--- src/rtl/fuzz_dp_pkg.sv ---
// Shared types and helpers for the fuzz datapath with MISR signature.
// Holds the control state encoding, channel mode codes and the MISR step.
package fuzz_dp_pkg;

    typedef enum logic [1:0] {
        IDLE = 2'd0,
        RUN  = 2'd1,
        DONE = 2'd2
    } state_t;

    localparam logic [1:0] MODE_PASS = 2'd0;
    localparam logic [1:0] MODE_ADD  = 2'd1;
    localparam logic [1:0] MODE_XOR  = 2'd2;
    localparam logic [1:0] MODE_MAX  = 2'd3;

    // One MISR shift on a signature of sig_w bits (sig_w <= 64), carried in
    // 64-bit containers so any signature width can share this helper.
    function automatic logic [63:0] misr_step(input logic [63:0] sig,
                                              input logic [63:0] fold,
                                              input logic [63:0] poly,
                                              input int          sig_w);
        logic [63:0] mask;
        logic [63:0] fb;
        mask = (sig_w >= 64) ? {64{1'b1}} : ((64'd1 << sig_w) - 64'd1);
        fb   = sig[sig_w-1] ? poly : 64'd0;
        return ((sig << 1) ^ fb ^ fold) & mask;
    endfunction

endpackage

--- src/rtl/fuzz_dp_channel.sv ---
// Next-value logic for one W-bit channel of the fuzz datapath.
// Optional build macro FUZZ_SAT_ADD_EN: add mode saturates at 2^W-1
// instead of wrapping.
module fuzz_dp_channel
    import fuzz_dp_pkg::*;
#(
    parameter int W = 8
) (
    input  logic [W-1:0] i_din,
    input  logic [W-1:0] i_ch,
    input  logic [W-1:0] i_nbr,
    input  logic [1:0]   i_mode,
    output logic [W-1:0] o_ch_next
);

`ifdef FUZZ_SAT_ADD_EN
    // Unsigned add on a W+1-bit sum, clamped to all-ones on carry out.
    function automatic logic [W-1:0] add_op(input logic [W-1:0] a, input logic [W-1:0] b);
        logic [W:0] s;
        s = {1'b0, a} + {1'b0, b};
        return s[W] ? {W{1'b1}} : s[W-1:0];
    endfunction
`else
    // Unsigned add wrapping modulo 2^W.
    function automatic logic [W-1:0] add_op(input logic [W-1:0] a, input logic [W-1:0] b);
        return a + b;
    endfunction
`endif

    logic signed [W-1:0] w_din_s;
    logic signed [W-1:0] w_ch_s;

    assign w_din_s = i_din;
    assign w_ch_s  = i_ch;

    // Select the channel's next value according to the sample's mode.
    always_comb begin
        o_ch_next = i_ch;
        case (i_mode)
            MODE_PASS: o_ch_next = i_din;
            MODE_ADD:  o_ch_next = add_op(i_ch, i_din);
            MODE_XOR:  o_ch_next = i_din ^ i_nbr;
            default:   o_ch_next = (w_din_s > w_ch_s) ? i_din : i_ch;
        endcase
    end

endmodule

--- src/rtl/fuzz_datapath_misr.sv ---
// CH-channel fuzz datapath: a run of up to DEPTH accepted samples updates
// the channels and compresses them into a MISR signature, bracketed by an
// IDLE/RUN/DONE control FSM. Optional macro FUZZ_SAT_ADD_EN (see channel).
module fuzz_datapath_misr
    import fuzz_dp_pkg::*;
#(
    parameter int               W     = 8,
    parameter int               CH    = 4,
    parameter int               DEPTH = 16,
    parameter int               SIG_W = 16,
    parameter logic [SIG_W-1:0] POLY  = SIG_W'(16'h1021),
    parameter logic [SIG_W-1:0] SEED  = '0
) (
    input  logic                    clk,
    input  logic                    rst,
    input  logic                    start,
    input  logic                    stop,
    input  logic [1:0]              mode,
    input  logic                    in_valid,
    input  logic [CH*W-1:0]         din,
    output logic                    busy,
    output logic                    sig_valid,
    output logic [SIG_W+CH*W:0]     y
);

    localparam int CNT_W = $clog2(DEPTH + 1);

    state_t             r_state;
    state_t             w_state_next;
    logic [W-1:0]       r_ch [CH];
    logic [W-1:0]       w_ch_next [CH];
    logic [SIG_W-1:0]   w_fold_ch [CH];
    logic [SIG_W-1:0]   r_sig;
    logic [SIG_W-1:0]   w_sig_next;
    logic [SIG_W-1:0]   w_fold;
    logic [CNT_W-1:0]   r_cnt;
    logic [CH*W-1:0]    w_ch_flat;
    logic               w_accept;
    logic               w_clear;
    logic               w_busy;
    logic               w_sig_valid;

    // Per-channel next values; the xor-ring neighbour of channel g is g+1 mod CH.
    for (genvar g = 0; g < CH; g++) begin : g_ch
        fuzz_dp_channel #(.W(W)) u_ch (
            .i_din     (din[g*W +: W]),
            .i_ch      (r_ch[g]),
            .i_nbr     (r_ch[(g + 1) % CH]),
            .i_mode    (mode),
            .o_ch_next (w_ch_next[g])
        );

        if (W >= SIG_W) begin : g_trunc
            assign w_fold_ch[g] = w_ch_next[g][SIG_W-1:0];
        end else begin : g_zext
            assign w_fold_ch[g] = {{(SIG_W-W){1'b0}}, w_ch_next[g]};
        end

        assign w_ch_flat[g*W +: W] = r_ch[g];
    end

    // Fold all next channel values into one signature-wide word.
    always_comb begin
        w_fold = '0;
        for (int i = 0; i < CH; i++) begin
            w_fold = w_fold ^ w_fold_ch[i];
        end
    end

    assign w_sig_next = SIG_W'(misr_step(64'(r_sig), 64'(w_fold), 64'(POLY), SIG_W));

    // Control state register.
    always_ff @(posedge clk or posedge rst) begin
        if (rst) begin
            r_state <= IDLE;
        end else begin
            r_state <= w_state_next;
        end
    end

    // Next-state and control decode: start only counts in IDLE, stop only in RUN.
    always_comb begin
        w_state_next = r_state;
        w_accept     = 1'b0;
        w_clear      = 1'b0;
        w_busy       = 1'b0;
        w_sig_valid  = 1'b0;
        case (r_state)
            IDLE: begin
                if (start) begin
                    w_state_next = RUN;
                    w_clear      = 1'b1;
                end
            end
            RUN: begin
                w_busy   = 1'b1;
                w_accept = in_valid;
                if ((in_valid && (r_cnt == CNT_W'(DEPTH - 1))) || stop) begin
                    w_state_next = DONE;
                end
            end
            DONE: begin
                w_busy       = 1'b1;
                w_sig_valid  = 1'b1;
                w_state_next = IDLE;
            end
            default: w_state_next = IDLE;
        endcase
    end

    // Channel, signature and sample-count registers.
    always_ff @(posedge clk or posedge rst) begin
        if (rst) begin
            for (int i = 0; i < CH; i++) r_ch[i] <= '0;
            r_sig <= SEED;
            r_cnt <= '0;
        end else if (w_clear) begin
            for (int i = 0; i < CH; i++) r_ch[i] <= '0;
            r_sig <= SEED;
            r_cnt <= '0;
        end else if (w_accept) begin
            for (int i = 0; i < CH; i++) r_ch[i] <= w_ch_next[i];
            r_sig <= w_sig_next;
            r_cnt <= r_cnt + CNT_W'(1);
        end
    end

    assign busy      = w_busy;
    assign sig_valid = w_sig_valid;
    assign y         = {r_sig, w_ch_flat, 1'b0};

endmodule

--- config.mk ---
export PLATFORM = sky130hd
export DESIGN_NAME = fuzz_datapath_misr
export DESIGN_NICKNAME = d
export VERILOG_FILES = /design/src/rtl/fuzz_dp_pkg.sv /design/src/rtl/fuzz_dp_channel.sv /design/src/rtl/fuzz_datapath_misr.sv
export SDC_FILE = /design/constraint.sdc
export NUM_CORES = 1
export LEC_CHECK = 0
export CAP_MARGIN = 20
export CORE_AREA = 2 2 104 106
export CTS_BUF_LIST = sky130_fd_sc_hd__clkbuf_4
export CTS_CLUSTER_DIAMETER = 50
export DETAILED_ROUTE_END_ITERATION = 7
export DIE_AREA = 0 0 106 108
export PLACE_DENSITY_LB_ADDON = 0.25
export SYNTH_ARGS = -nofsm -noshare
export SYNTH_HDL_FRONTEND = slang
export SYNTH_SLANG_ARGS = --single-unit
--- constraint.sdc ---
create_clock -name clk -period 7.4 [get_ports clk]
set_clock_uncertainty 0.1 [all_clocks]
set_input_delay 1.48 -clock clk [delete_from_list [all_inputs] [get_ports clk]]
set_output_delay 1.48 -clock clk [all_outputs]
set_load 0.01 [all_outputs]
# Word-level counts from Yosys, hierarchy flattened
# Index checks and enable logic that the tools add are counted.
# totals
mem_count	0
ff_bits	55
ram_bits	0
romBits	0
elab_cells	62
in_bits	39
out_inout_bits	51
latch_bits	0
# op_classes
reduce_logical	7
eq_ne	7
shift	0
n_addsub	5
n_lt_le_gt_ge	4
mul	0
n_bitwise	9
n_mux	23
div	0
# op_table
cell	n
8-bit one-hot mux with 3 select lines	4
32-bit 2-to-1 mux	2
8-bit bitwise XOR	7
8-bit adder	4
8-bit greater-than comparator	4
16-bit 2-to-1 mux	2
8-bit 2-to-1 mux	4
16-bit by 13-bit bitwise XOR with 16-bit output	1
16-bit by 8-bit bitwise XOR with 16-bit output	1
13-bit 2-to-1 mux	1
5-bit 2-to-1 mux	2
5-bit by 1-bit adder with 5-bit output, second input constant	1
5-bit by 4-bit equality test with 1-bit output, second input constant	1
1-bit 2-to-1 mux	5
2-bit by 1-bit equality test with 1-bit output, second input constant	2
2-bit equality test, second input constant	2
2-bit logical NOT	2
2-bit 2-to-1 mux	2
2-bit != test, second input constant	2
2-bit one-hot mux with 2 select lines	1
2-bit AND reduction	1
2-bit nonzero test	1
2-bit OR reduction	1
1-bit logical AND	1
1-bit logical OR	1

# Longest topological paths before layout
# depth
depth_word	9
mapped_depth	14
mapped_depth_nobuf	12

# By module
# From an unflattened synthesis, not the netlist that was laid out.
# unflattened
hier_cells	831
hier_area_um2	6475.0
# by_module_without_submodules
module	n_inst	cells_per_inst	area_each_um2
fuzz_datapath_misr	1	278	2671.3
fuzz_dp_channel (g_ch[0].u_ch)	1	144	980.9
fuzz_dp_channel (g_ch[1].u_ch)	1	139	968.4
fuzz_dp_channel (g_ch[3].u_ch)	1	136	949.7
fuzz_dp_channel (g_ch[2].u_ch)	1	134	904.6

# Worst setup path before layout
# No wires, ideal clock.
# synth_timing
path_kind	input to register
startpoint	in din[2]
endpoint	reg r_sig[4]
path_stages	11
setup_ps	72
arrival_ps	4016
required_ps	7228
n_path_buf	0
setup_slack_ps	3212
cell_sequence	ha_1 > nor2b_4 > a221oi_2 > o22ai_1 > o41a_1 > mux2_2 > mux4_2 > o31a_1 > xnor3_1 > o21a_1 > nor2_1
# synth_via
elab_chain_cells	9
word_cells_on_any_way	10
cone_classes	add/sub: 1; order compare: 1; mux: 4; bitwise: 4
# synth_rtl
element	line	source
start: declaration	fuzz_datapath_misr.sv:20	input logic [CH*W-1:0] din,
8-bit greater-than comparator	fuzz_dp_channel.sv:43	default: o_ch_next = (w_din_s > w_ch_s) ? i_din : i_ch;
8-bit 2-to-1 mux	fuzz_dp_channel.sv:43	
8-bit one-hot mux with 3 select lines (*)	fuzz_dp_channel.sv:39	case (i_mode)
8-bit bitwise XOR (*) (3 in series)	fuzz_datapath_misr.sv:66	w_fold = w_fold ^ w_fold_ch[i];
16-bit by 8-bit bitwise XOR with 16-bit output (*)	fuzz_dp_pkg.sv:26	return ((sig << 1) ^ fb ^ fold) & mask;
16-bit 2-to-1 mux (*)	fuzz_datapath_misr.sv:121	end else if (w_accept) begin
16-bit 2-to-1 mux (*)	fuzz_datapath_misr.sv:117	end else if (w_clear) begin
end signal: assignment	fuzz_datapath_misr.sv:123	r_sig <= w_sig_next;
end: declaration	fuzz_datapath_misr.sv:33	logic [SIG_W-1:0] r_sig;
# Every way passes the cells marked *; elsewhere a longest branch is shown, timed or not. The select of a mux whose other input is x is not followed.
# A chain may end at the register's enable or synchronous reset.

# Worst setup path after layout
# layout_timing
startpoint	in din[20]
endpoint	reg r_sig[4]
# layout_via
elab_chain_cells	8
word_cells_on_any_way	10
cone_classes	add/sub: 1; order compare: 1; mux: 4; bitwise: 4
# layout_rtl
element	line
8-bit greater-than comparator	fuzz_dp_channel.sv:43
8-bit 2-to-1 mux	fuzz_dp_channel.sv:43
8-bit one-hot mux with 3 select lines (*)	fuzz_dp_channel.sv:39
8-bit bitwise XOR (*) (2 in series)	fuzz_datapath_misr.sv:66
16-bit by 8-bit bitwise XOR with 16-bit output (*)	fuzz_dp_pkg.sv:26
16-bit 2-to-1 mux (*)	fuzz_datapath_misr.sv:121
16-bit 2-to-1 mux (*)	fuzz_datapath_misr.sv:117
# Marked as above.

==> results.cfg <==
[outcome]
status = completed

[placement]
place_hpwl_mm = 14.2
gp_congestion = 1.01
postPlaceCellArea_sq_um = 7070
io_buffers = 88

[sta]
finalCritPeriodShare = 0.660
relSlewSlack = 0.434
setup_viol_count_final = 0
rsz0062_at_grt = no
finalCriticalPeriod_ps = 4890
fin_setup_tns_ps = 0
slew_viol_final = 0
hold_violations = 0
max_freq_ghz = 0.205
tightest_slew_ps = 846

[layout]
drive_gt1_frac = 0.0524
fillCellCount = 868
nets = 948
areaGrowthSynthToFinish_pct = 16.8
antennaDiodeCount = 0
final_area_sq_um = 7130

[clock_network]
clkSlewWorstSetupHoldPaths_ps = 160
cts_tree = yes
insertion_delay_ps = 410
cts_root_buf = clkbuf_4
numCtsBuffers = 5
cts_setup_buffers = 0
ctsResizeCount = 0
cts-hold-fix-buffers = 0
htreeDepth = 2
clock_path_buffers = 2
clock_sinks = 55

[synthesis]
synth_cells = 771
synth_top_area_share = 0.226
syn_avg_cell_area_sq_um = 7.91
synth_nets = 881
yosys.cell_types.count = 70
yosys.area.top_type = dfrtp_1
synth_seq_cells = 55
synth_edf_count = 0
yosys-top-cells-count = nand2_1, a21oi_1, ha_1, o21ai_0, inv_1
yosys_warnings = 0
ys_seq_area_frac = 0.226
ys.flop_type = dfrtp_1
synthArstFlopShare = 1.00
syn_area_sq_um = 6100
yosysMostFrequentCell = nand2_1
synthTopCellsByArea = dfrtp_1, ha_1, a21oi_1, o21ai_0, nand2_1

[floorplan]
rows = 37
start_util = 0.596
dieArea_sq_um = 11400
die_w_um = 106
core_sq_um = 10200
fp.dieH_um = 108
pin_count = 90

[hold_path]
hold_path.class = reg2reg

[grt]
grt_pass1_vias = 5889
grt.total_usage = 0.336
grt_first_pass_wirelength_mm = 30.2
grt_antenna_before_repair = 0
grt_overflow = 0
grt_max_degree = 56

[critical_path]
cp_max_fo = 14
critPathSlowestCell = a32oi_2
ff2ff_setup_slack_ps = 3540
crit_arrival_ps = 5120
startpoint_type = input pin
worst_r2r_path_depth = 12
critPathMaxStageDelay_ps = 660
crit_end = r_sig[4]
r2r_start = y[21]
worstReg2RegEnd = r_sig[4]
cp_common_cell = xnor2_1
cp_top_family = compound AO/OA/AOI/OAI gates
crit_start = din[20]
path_buf_inv = 1
cp_data_required_time_ps = 7640
crit_path_cell_trace = clkdlybuf4s50_1 > ha_1 > nand4_1 > o21bai_1 > a32oi_2 > mux2i_1 > a221oi_1 > xnor2_1 > xnor2_1 > xnor3_1 > o21a_1 > nor2_1
end_kind = flop
worstSetupPathDepth = 12
path_class = in2reg

[run]
maxCapViolCount = 0

[route]
drcViolationCount = 0
drt_iter0_markers = 615
dr.pass1.iters = 8
viasPerCell = 6.30
wl_mm = 18.9
vias = 6140
ant_nets = 0
wire_per_inst_um = 19.4

[power]
vdd_drop_max_mv = 0.289
p_per_area_nw_per_um2 = 353
power.leakage_nw = 3.06
p_total_w = 0.00251
-- how the worst min path moves through the flow --
stage | startpoint | slack [ps] | to | depth (start not counted)
after global routing | r_cnt[1] | 480 | r_cnt[1] | 2
after floorplan | r_cnt[3] | 400 | r_cnt[3] | 2
after detailed placement | r_sig[13] | 440 | r_sig[14] | 2
after global placement | r_cnt[3] | 420 | r_cnt[3] | 2
final | r_sig[13] | 460 | r_sig[14] | 2
after CTS | r_sig[13] | 460 | r_sig[14] | 2
-- cells in the final DEF, fill, tap and decap left out, types with 7 or more instances in the layout --
cell,n
nand4_1,7
a211oi_1,16
and3_1,8
nor2b_1,9
a221oi_1,7
inv_1,58
o21ai_0,63
a21oi_1,71
nor3_1,12
clkdlybuf4s50_1,88
nor2_1,58
xor2_1,15
buf_4,10
nand2b_1,9
nand2_1,84
ha_1,67
nand3_1,30
mux2i_1,16
xnor2_1,27
mux2_2,10
dfrtp_1,55
a31oi_1,8
-- power by group --
part / internal, W / switching, W / leakage [nW]
Clock: 0.0000423 / 0.000105 / 0.0323
Sequential: 0.000411 / 0.000230 / 0.729
Combinational: 0.000808 / 0.000918 / 2.30
-- layout make-up --
cell class,instances,area (sq um),area share
Inverter,60,225,0.0316
Clock inverter,2,16.3,0.00228
Timing Repair Buffer,98,956,0.134
Sequential cell,55,1380,0.193
Multi-Input combinational cell,618,4340,0.609
Tap cell,136,170,0.0239
Clock buffer,6,45.0,0.00632
-- metrics by stage --
step	utilization	instances	hold WS, ps	setup slack [ps]
after detailed placement	0.691	967	438	2110
after global routing	0.697	975	480	2340
after floorplan	-	771	397	3210
after global placement	0.691	967	417	2290
after CTS	0.697	975	461	2590
final	0.697	975	458	2510
-- tightest hold or removal path, delay by kind of cell (launching register included) --
| family | cells | cell delay, ps |
|---|---|---|
| AOI/OAI and AO/OA | 1 | 50 |
| DFF | 1 | 430 |
| and+or+nand+nor | 1 | 60 |
-- registers in the layout, summed over array words and instances, names as in the netlist --
| register | cells |
|---|---|
| y | 32 |
| r_cnt | 5 |
| r_sig | 16 |
| r_state | 2 |
-- per-layer routing --
metal / GRT usage / wire length (um)
met1: 0.447 / 8010
met2: 0.557 / 8830
met3: 0.0536 / 1490
met4: 0.120 / 618
met5: 0 / 0
-- cells by family (layout without fill, tap and decap cells) --
family,count (synthesis),after routing,share of synthesized area
flip-flops,55,55,0.226
adder cells (fa/ha/maj),71,71,0.151
AO/OA/AOI/OAI,243,243,0.260
XOR/XNOR,46,46,0.0753
other,1,1,0.000615
AND/OR/NAND/NOR,228,228,0.169
buffers and inverters,98,166,0.0636
multiplexers,29,29,0.0546
Power figures use the tool's default switching activity.
